==> src/rtl/register_file.sv <==
// Architectural register file: two combinational read ports with EX > MEM > WB forwarding, one WB write port.
// Latency: reads zero-cycle, writes commit on the rising edge; no backpressure, every request is served the same cycle.
module register_file #(
  parameter int REG_COUNT  = 32,
  parameter int ADDR_WIDTH = 5,
  parameter int DATA_WIDTH = 32
) (
  input  logic                  clock,
  input  logic                  reset,
  input  logic                  wb_write_enable,
  input  logic [ADDR_WIDTH-1:0] wb_write_addr,
  input  logic [DATA_WIDTH-1:0] wb_write_data,
  input  logic                  ex_write_enable,
  input  logic [ADDR_WIDTH-1:0] ex_write_addr,
  input  logic [DATA_WIDTH-1:0] ex_write_data,
  input  logic                  mem_write_enable,
  input  logic [ADDR_WIDTH-1:0] mem_write_addr,
  input  logic [DATA_WIDTH-1:0] mem_write_data,
  input  logic                  read1_enable,
  input  logic [ADDR_WIDTH-1:0] read1_addr,
  output logic [DATA_WIDTH-1:0] read1_data,
  input  logic                  read2_enable,
  input  logic [ADDR_WIDTH-1:0] read2_addr,
  output logic [DATA_WIDTH-1:0] read2_data
);

  logic [REG_COUNT-1:0][DATA_WIDTH-1:0] regs_q;
  logic [REG_COUNT-1:0][DATA_WIDTH-1:0] regs_d;

  always_comb begin
    regs_d = regs_q;
    if (wb_write_enable && (wb_write_addr != '0) && (int'(wb_write_addr) < REG_COUNT)) begin
      regs_d[wb_write_addr] = wb_write_data;
    end
    regs_d[0] = '0;
  end

  always_ff @(posedge clock or posedge reset) begin
    if (reset) begin
      regs_q <= '0;
    end else begin
      regs_q <= regs_d;
    end
  end

  // r0 and out-of-range addresses never see forwarded values.
  function automatic logic [DATA_WIDTH-1:0] read_port(
    input logic                  en,
    input logic [ADDR_WIDTH-1:0] addr
  );
    logic [DATA_WIDTH-1:0] res;
    res = '0;
    if (reset || !en || (addr == '0) || (int'(addr) >= REG_COUNT)) begin
      res = '0;
    end else if (ex_write_enable && (ex_write_addr == addr)) begin
      res = ex_write_data;
    end else if (mem_write_enable && (mem_write_addr == addr)) begin
      res = mem_write_data;
    end else if (wb_write_enable && (wb_write_addr == addr)) begin
      res = wb_write_data;
    end else begin
      res = regs_q[addr];
    end
    return res;
  endfunction

  assign read1_data = read_port(read1_enable, read1_addr);
  assign read2_data = read_port(read2_enable, read2_addr);

endmodule

==> config.mk <==
export PLATFORM = sky130hd
export DESIGN_NAME = register_file
export DESIGN_NICKNAME = d
export VERILOG_FILES = /design/src/rtl/register_file.sv
export SDC_FILE = /design/constraint.sdc
export NUM_CORES = 2
export LEC_CHECK = 0
export CAP_MARGIN = 0
export CORE_MARGIN = 4
export CORE_UTILIZATION = 50
export CTS_CLUSTER_SIZE = 12
export DETAILED_ROUTE_END_ITERATION = 10
export PLACE_DENSITY = 0.72
export SKIP_LAST_GASP = 1
export SYNTH_ARGS = -nofsm -noshare
export SYNTH_HDL_FRONTEND = slang
export SYNTH_SLANG_ARGS = --single-unit
==> constraint.sdc <==
create_clock -name clock -period 36.3 [get_ports clock]
set_input_delay 3.63 -clock clock [delete_from_list [all_inputs] [get_ports clock]]
set_output_delay 3.63 -clock clock [all_outputs]
set_load 0.01 [all_outputs]
# Yosys cells after proc, flatten, opt, wreduce, memory -nomap -nowiden
# Index checks and enable logic that the tools add are counted.
# Widths: inputs -> output; s select.
dict set report word_totals {
  inputBits 128
  ff_bits 992
  output_inout_bits 64
  wordCells 73
}
dict set report classes {
  muxes 15
  eq_ne 6
  order_cmp 4
  reduce_logical 17
}
# operator n
set ops {}
lappend ops {{$bwmux 1024} 1}
lappend ops {{$mux 32} 11}
lappend ops {{$bmux 32 s5} 2}
lappend ops {{$demux 32 s5} 1}
lappend ops {{$eq 5x5->1} 6}
lappend ops {{$lt 5x6->1 const B} 3}
lappend ops {{$logic_not 5->1} 2}
lappend ops {{$logic_and 1x1->1} 8}
lappend ops {{$ge 5x1->1 const B} 1}
lappend ops {{$reduce_bool 5->1} 1}
lappend ops {{$logic_or 1x1->1} 4}
lappend ops {{$logic_not 1->1} 2}

# Logic depth before layout (Yosys ltp)
dict set report logic_depth {
  ltp_word 6
  mapped_depth 10
  mapped_depth_nobuf 6
}

# Worst setup path after synthesis
# No wires, ideal clock.
dict set report synth_path {
  path_type {input to output}
  startpoint {input port reset}
  endpoint {output port read2_data[25]}
  t_required_ps 32670
  path_stages 5
  arrival_ps 29156
  slack_ps 3514
  n_path_buf 0
  cell_sequence {inv_1 o311ai_2 nor3_1 o221ai_1 o22ai_1}
}
dict set report synth_via {
  elab_chain_cells 3
}
# item line_no
set synth_lines {}
lappend synth_lines {{from (decl)} 9} ;# input logic reset,
lappend synth_lines {{$logic_or 1x1->1 (2 in a row)} 53} ;# if (reset || !en || (addr == '0) || (int'(addr) >= REG_COUNT)) begin
lappend synth_lines {{$mux 32} 53}
lappend synth_lines {{to (decl)} 24} ;# output logic [DATA_WIDTH-1:0] read2_data
# Every way passes these cells.

# Final worst setup path
dict set report layout_path {
  startpoint {input port read2_addr[0]}
  endpoint {output port read2_data[29]}
}
dict set report layout_via {
  elab_chain_cells 6
  word_cells_on_any_way 14
  classes_between {eq/ne (3); mux (6); reduce/logical (5)}
}
# item line_no
set layout_lines {}
lappend layout_lines {{from (decl)} 23} ;# input logic [ADDR_WIDTH-1:0] read2_addr,
lappend layout_lines {{$bmux 32 s5 / $eq 5x5->1 (equally long branches)} {62, 59}}
lappend layout_lines {{$mux 32 (implied by the code) / $logic_and 1x1->1 (equally long branches)} {62, 59}}
lappend layout_lines {{$mux 32} 59} ;# end else if (wb_write_enable && (wb_write_addr == addr)) begin
lappend layout_lines {{$mux 32} 57} ;# end else if (mem_write_enable && (mem_write_addr == addr)) begin
lappend layout_lines {{$mux 32} 55} ;# end else if (ex_write_enable && (ex_write_addr == addr)) begin
lappend layout_lines {{$mux 32 (*)} 53}
# Mark *: on every way between the ends. The rest lies on a longest branch, timed or not. The select of a mux whose other input is x is not followed.

==> key figures <==
Finish
  – Share of cells above drive strength 1: 36.3%
  – Max reg flops: roughly 990
  – P&R area growth vs syn: 10.7%
  – Register area: between 0.02 and 0.025 mm^2
  – Commonest non-fill, non-tap cells in the layout: dfrtp_1 (992), mux2_2 (917), mux4_2 (328)
  – Total Nets Final: roughly 4.5k
  – Commonest non-fill, non-tap cell in the layout: dfrtp_1
  – Cell Count, Final, Fillers Out: slightly below 6k
  – Multi-input gate area: ~0.029 mm^2
  – Top reg by flops: regs_q
  – Fillcell total: 9114
  – Largest registers: regs_q x992

Logic synthesis
  – FFs w/ async S/R, synth: 100%
  – Cell taking the most area after synthesis: dfrtp_1
  – Post-synth top flop: dfrtp_1
  – Post-Syn Area: approximately 0.056 mm^2
  – EDFF count, synth: 0
  – XOR/XNOR Fraction of Synth Area: less than 1%
  – Yosys warnings: 0
  – Simple-Gate Fraction of Synth Area: roughly 5%
  – Gate Count Post-Synth: about 4.4k
  – Compound-Gate Fraction of Synth Area: approximately 8.3%
  – Adder-cell area share of the yosys netlist: 0%
  – Top post-synthesis cells by area: dfrtp_1 (44%), mux2_2 (18%), mux4_2 (13%), mux2i_1 (5.5%), o21ai_0 (2.0%)
  – Largest family of logic cells by synthesized area: multiplexers
  – Multiplexer share of the synthesized area: 37.5%
  – Avg Inst Size Synth: 12.7 um^2
  – Top-area cell type share of the netlist area: 44.5%
  – Yosys cell types: 68
  – Seq cells post-synth: approximately 1000
  – Sequential area share after synthesis: 44.5%
  – Syn nets: 4511

Timing
  – Worst rel slew slack: 3.55%
  – Worst Tran Pin Value: around 1.4 ns
  – Slew Limit Fails: 0
  – Finish-stage setup viols: 0
  – Fmax: about 77 MHz
  – Tmin final: between 10 and 15 ns
  – Setup Skew: 0 ns
  – Final worst path period share: between 30% and 40%
  – Final Hold Fails: 0
  – RSZ-0062 raised after global routing: false
  – Setup TNS: 0 ns

Place
  – Hpwl dp: around 120 mm
  – Port bufs: roughly 190
  – Cells after DPL: 5724
  – GPL Wtd Cong: between 0.9 and 1

Power and ir drop
  – Leakage: 0.0264 uW
  – Worst VDD drop: around 0.04 mV
  – PD cells: between 50 and 60 mW/mm^2

Clocking
  – Post-CTS Setup Repair Bufs: 0
  – Clk slew on worst S/H paths: around 0.060 ns
  – CTS tree: built
  – Number of CTS-inserted buffers: 103
  – Clock Tree Buf Depth: 3
  – H-tree Lvls: 3
  – Hold_buf cts: 0
  – # resized after CTS: 0
  – Clk_lat worst skew: just under 0.7 ns
  – Clk Tree Root Cell: clkbuf_16
  – # clock sinks: slightly below 1k

Worst setup path
  – Beginning of the critical path: read2_addr[0]
  – Worst Path Required: between 30 and 40 ns
  – Crit. End Element: output port
  – FF-to-FF End: regs_q[289]
  – Reg2Reg Depth: 1
  – FF-to-FF Start: regs_q[289]
  – Worst R2R Setup Slack: between 30 and 40 ns
  – Worst Path Max Fanout: 62
  – CP startpoint kind: input pin
  – Worst Setup Path Type: input pin to output port
  – Critical path arrival: 9.41 ns

Drt
  – Drt drc: 0
  – DRT iter0 DRCs: about 5.8k
  – Number of antenna-violating nets in the routed design: 0
  – Detailed-route via count: 41.8k
  – Post-DR wirelength/cell: about 33 um
  – Via/cell ratio: between 7 and 8
  – TritonRoute pass-1 iters: 7
  – Final WL: roughly 200 mm

Global route
  – Met2 Use GR: between 40% and 50%
  – Largest net degree at the start of global routing: 160
  – Vias in the first global route: around 42k
  – Total Routing Usage GR: 33.0%
  – Total gr overflow: 0
  – Antenna violations before repair: 12
  – Most Crowded Layer GR: met2
  – Global-route track usage on met1: between 40% and 50%
  – First-pass GRT wire length: about 290 mm
  – Met3 Track Usage GR: approximately 13%

Floorplan
  – Die width: between 300 and 400 um
  – Num rows: approximately 120
  – Ports: 192
  – Starting density of the core: 50.4%
  – Die span in y: roughly 340 um
  – Die footprint: approximately 0.12 mm^2
  – Core area: 0.111 mm^2

Hold path
  – Worst hold start: regs_q[629]
  – Hold WC Path Type: flop to flop
  – Worst hold endpoint: regs_q[629]
  – WHS Path Cells: 2

Flow run
  – Number of max-cap violations: 0

Run status
  – Outcome: finished clean
==> kinds of logic (layout without fill, tap and decap cells) <==
group                     after synthesis  count (layout)
and+or+nand+nor                       603             603
muxes                                1558            1558
xor gates and xnor gates               30              30
other                                   0               5
buffers and inverters                 484             517
AOI/OAI and AO/OA                     716             716
DFF                                   992             992
==> worst max path at each step <==
| stage | end | slack, ns | depth (start not counted) |
|---|---|---|---|
| after floorplan | read2_data[25] | 3.51 | 5 |
| after CTS | read2_data[29] | 23.31 | 11 |
| final | read2_data[29] | 23.26 | 11 |
| after global routing | read2_data[29] | 22.77 | 12 |
| after global placement | read2_data[29] | 23.40 | 11 |
| after detailed placement | read2_data[29] | 23.34 | 11 |
==> final cells by class <==
type                            count  share of cell area [%]
Antenna cell                        5                  0.0203
Sequential cell                   992                    40.2
Timing Repair Buffer              313                    4.65
Tap cell                         1488                    3.01
Clock buffer                      158                    4.93
Clock inverter                     22                   0.397
Inverter                           24                   0.158
Multi-Input combinational cell   2907                    46.7
==> through the flow <==
| step | setup slack [ns] | utilization [%] | hold slack (ns) | power [uW] | cell area [um^2] |
|---|---|---|---|---|---|
| final | 23.26 | 55.7 | 0.502 | 3250 | 61800 |
| after global routing | 22.77 | 55.7 | 0.520 | 3370 | 61800 |
| after CTS | 23.31 | 55.7 | 0.500 | 3240 | 61800 |
| after detailed placement | 23.34 | 52.8 | 0.487 | 2190 | 58500 |
| after global placement | 23.40 | 52.8 | 0.474 | 2150 | 58500 |
| after floorplan | 3.51 | - | 0.460 | 1980 | 55800 |
==> cells in the mapped netlist, drive strengths merged, types with 13 or more instances <==
| cell type | number |
|---|---|
| or2 | 18 |
| nor2 | 169 |
| a22oi | 23 |
| o22ai | 104 |
| mux2 | 917 |
| mux2i | 307 |
| o221ai | 13 |
| buf | 181 |
| o21a | 21 |
| or4 | 23 |
| a221oi | 42 |
| a2111oi | 23 |
| xor2 | 18 |
| nor2b | 31 |
| a221o | 23 |
| nand3 | 35 |
| a21oi | 126 |
| nand2 | 220 |
| dfrtp | 992 |
| clkbuf | 279 |
| o31ai | 21 |
| inv | 23 |
| a211oi | 22 |
| a31oi | 16 |
| o21ai | 221 |
| nor3 | 28 |
| mux4 | 334 |
| nor4 | 37 |
==> worst max-delay path, cell delays in order <==
cell and delay, ns:
buf_8 0.44, buf_4 0.75, buf_4 0.62, buf_4 0.62, buf_4 0.71, mux2_2 0.29
nand3_1 0.09, a22oi_1 0.21, nor4b_1 1.07, o21ba_2 0.30, clkdlybuf4s50_1 0.53
==> power by group <==
part / internal, uW / switching, uW / leakage, uW / total [uW]
Combinational: 389 / 311 / 0.0120 / 700
Clock: 597 / 461 / 0.00162 / 1060
Sequential: 1320 / 168 / 0.0127 / 1490
==> metal layers <==
layer	vias up	share of wire, %
met4	14	5.3
met2	3120	42
met3	668	15
met5	-	0.076
met1	21500	38
li1	16500	-
Note: power is estimated with default switching activity, not from simulation.
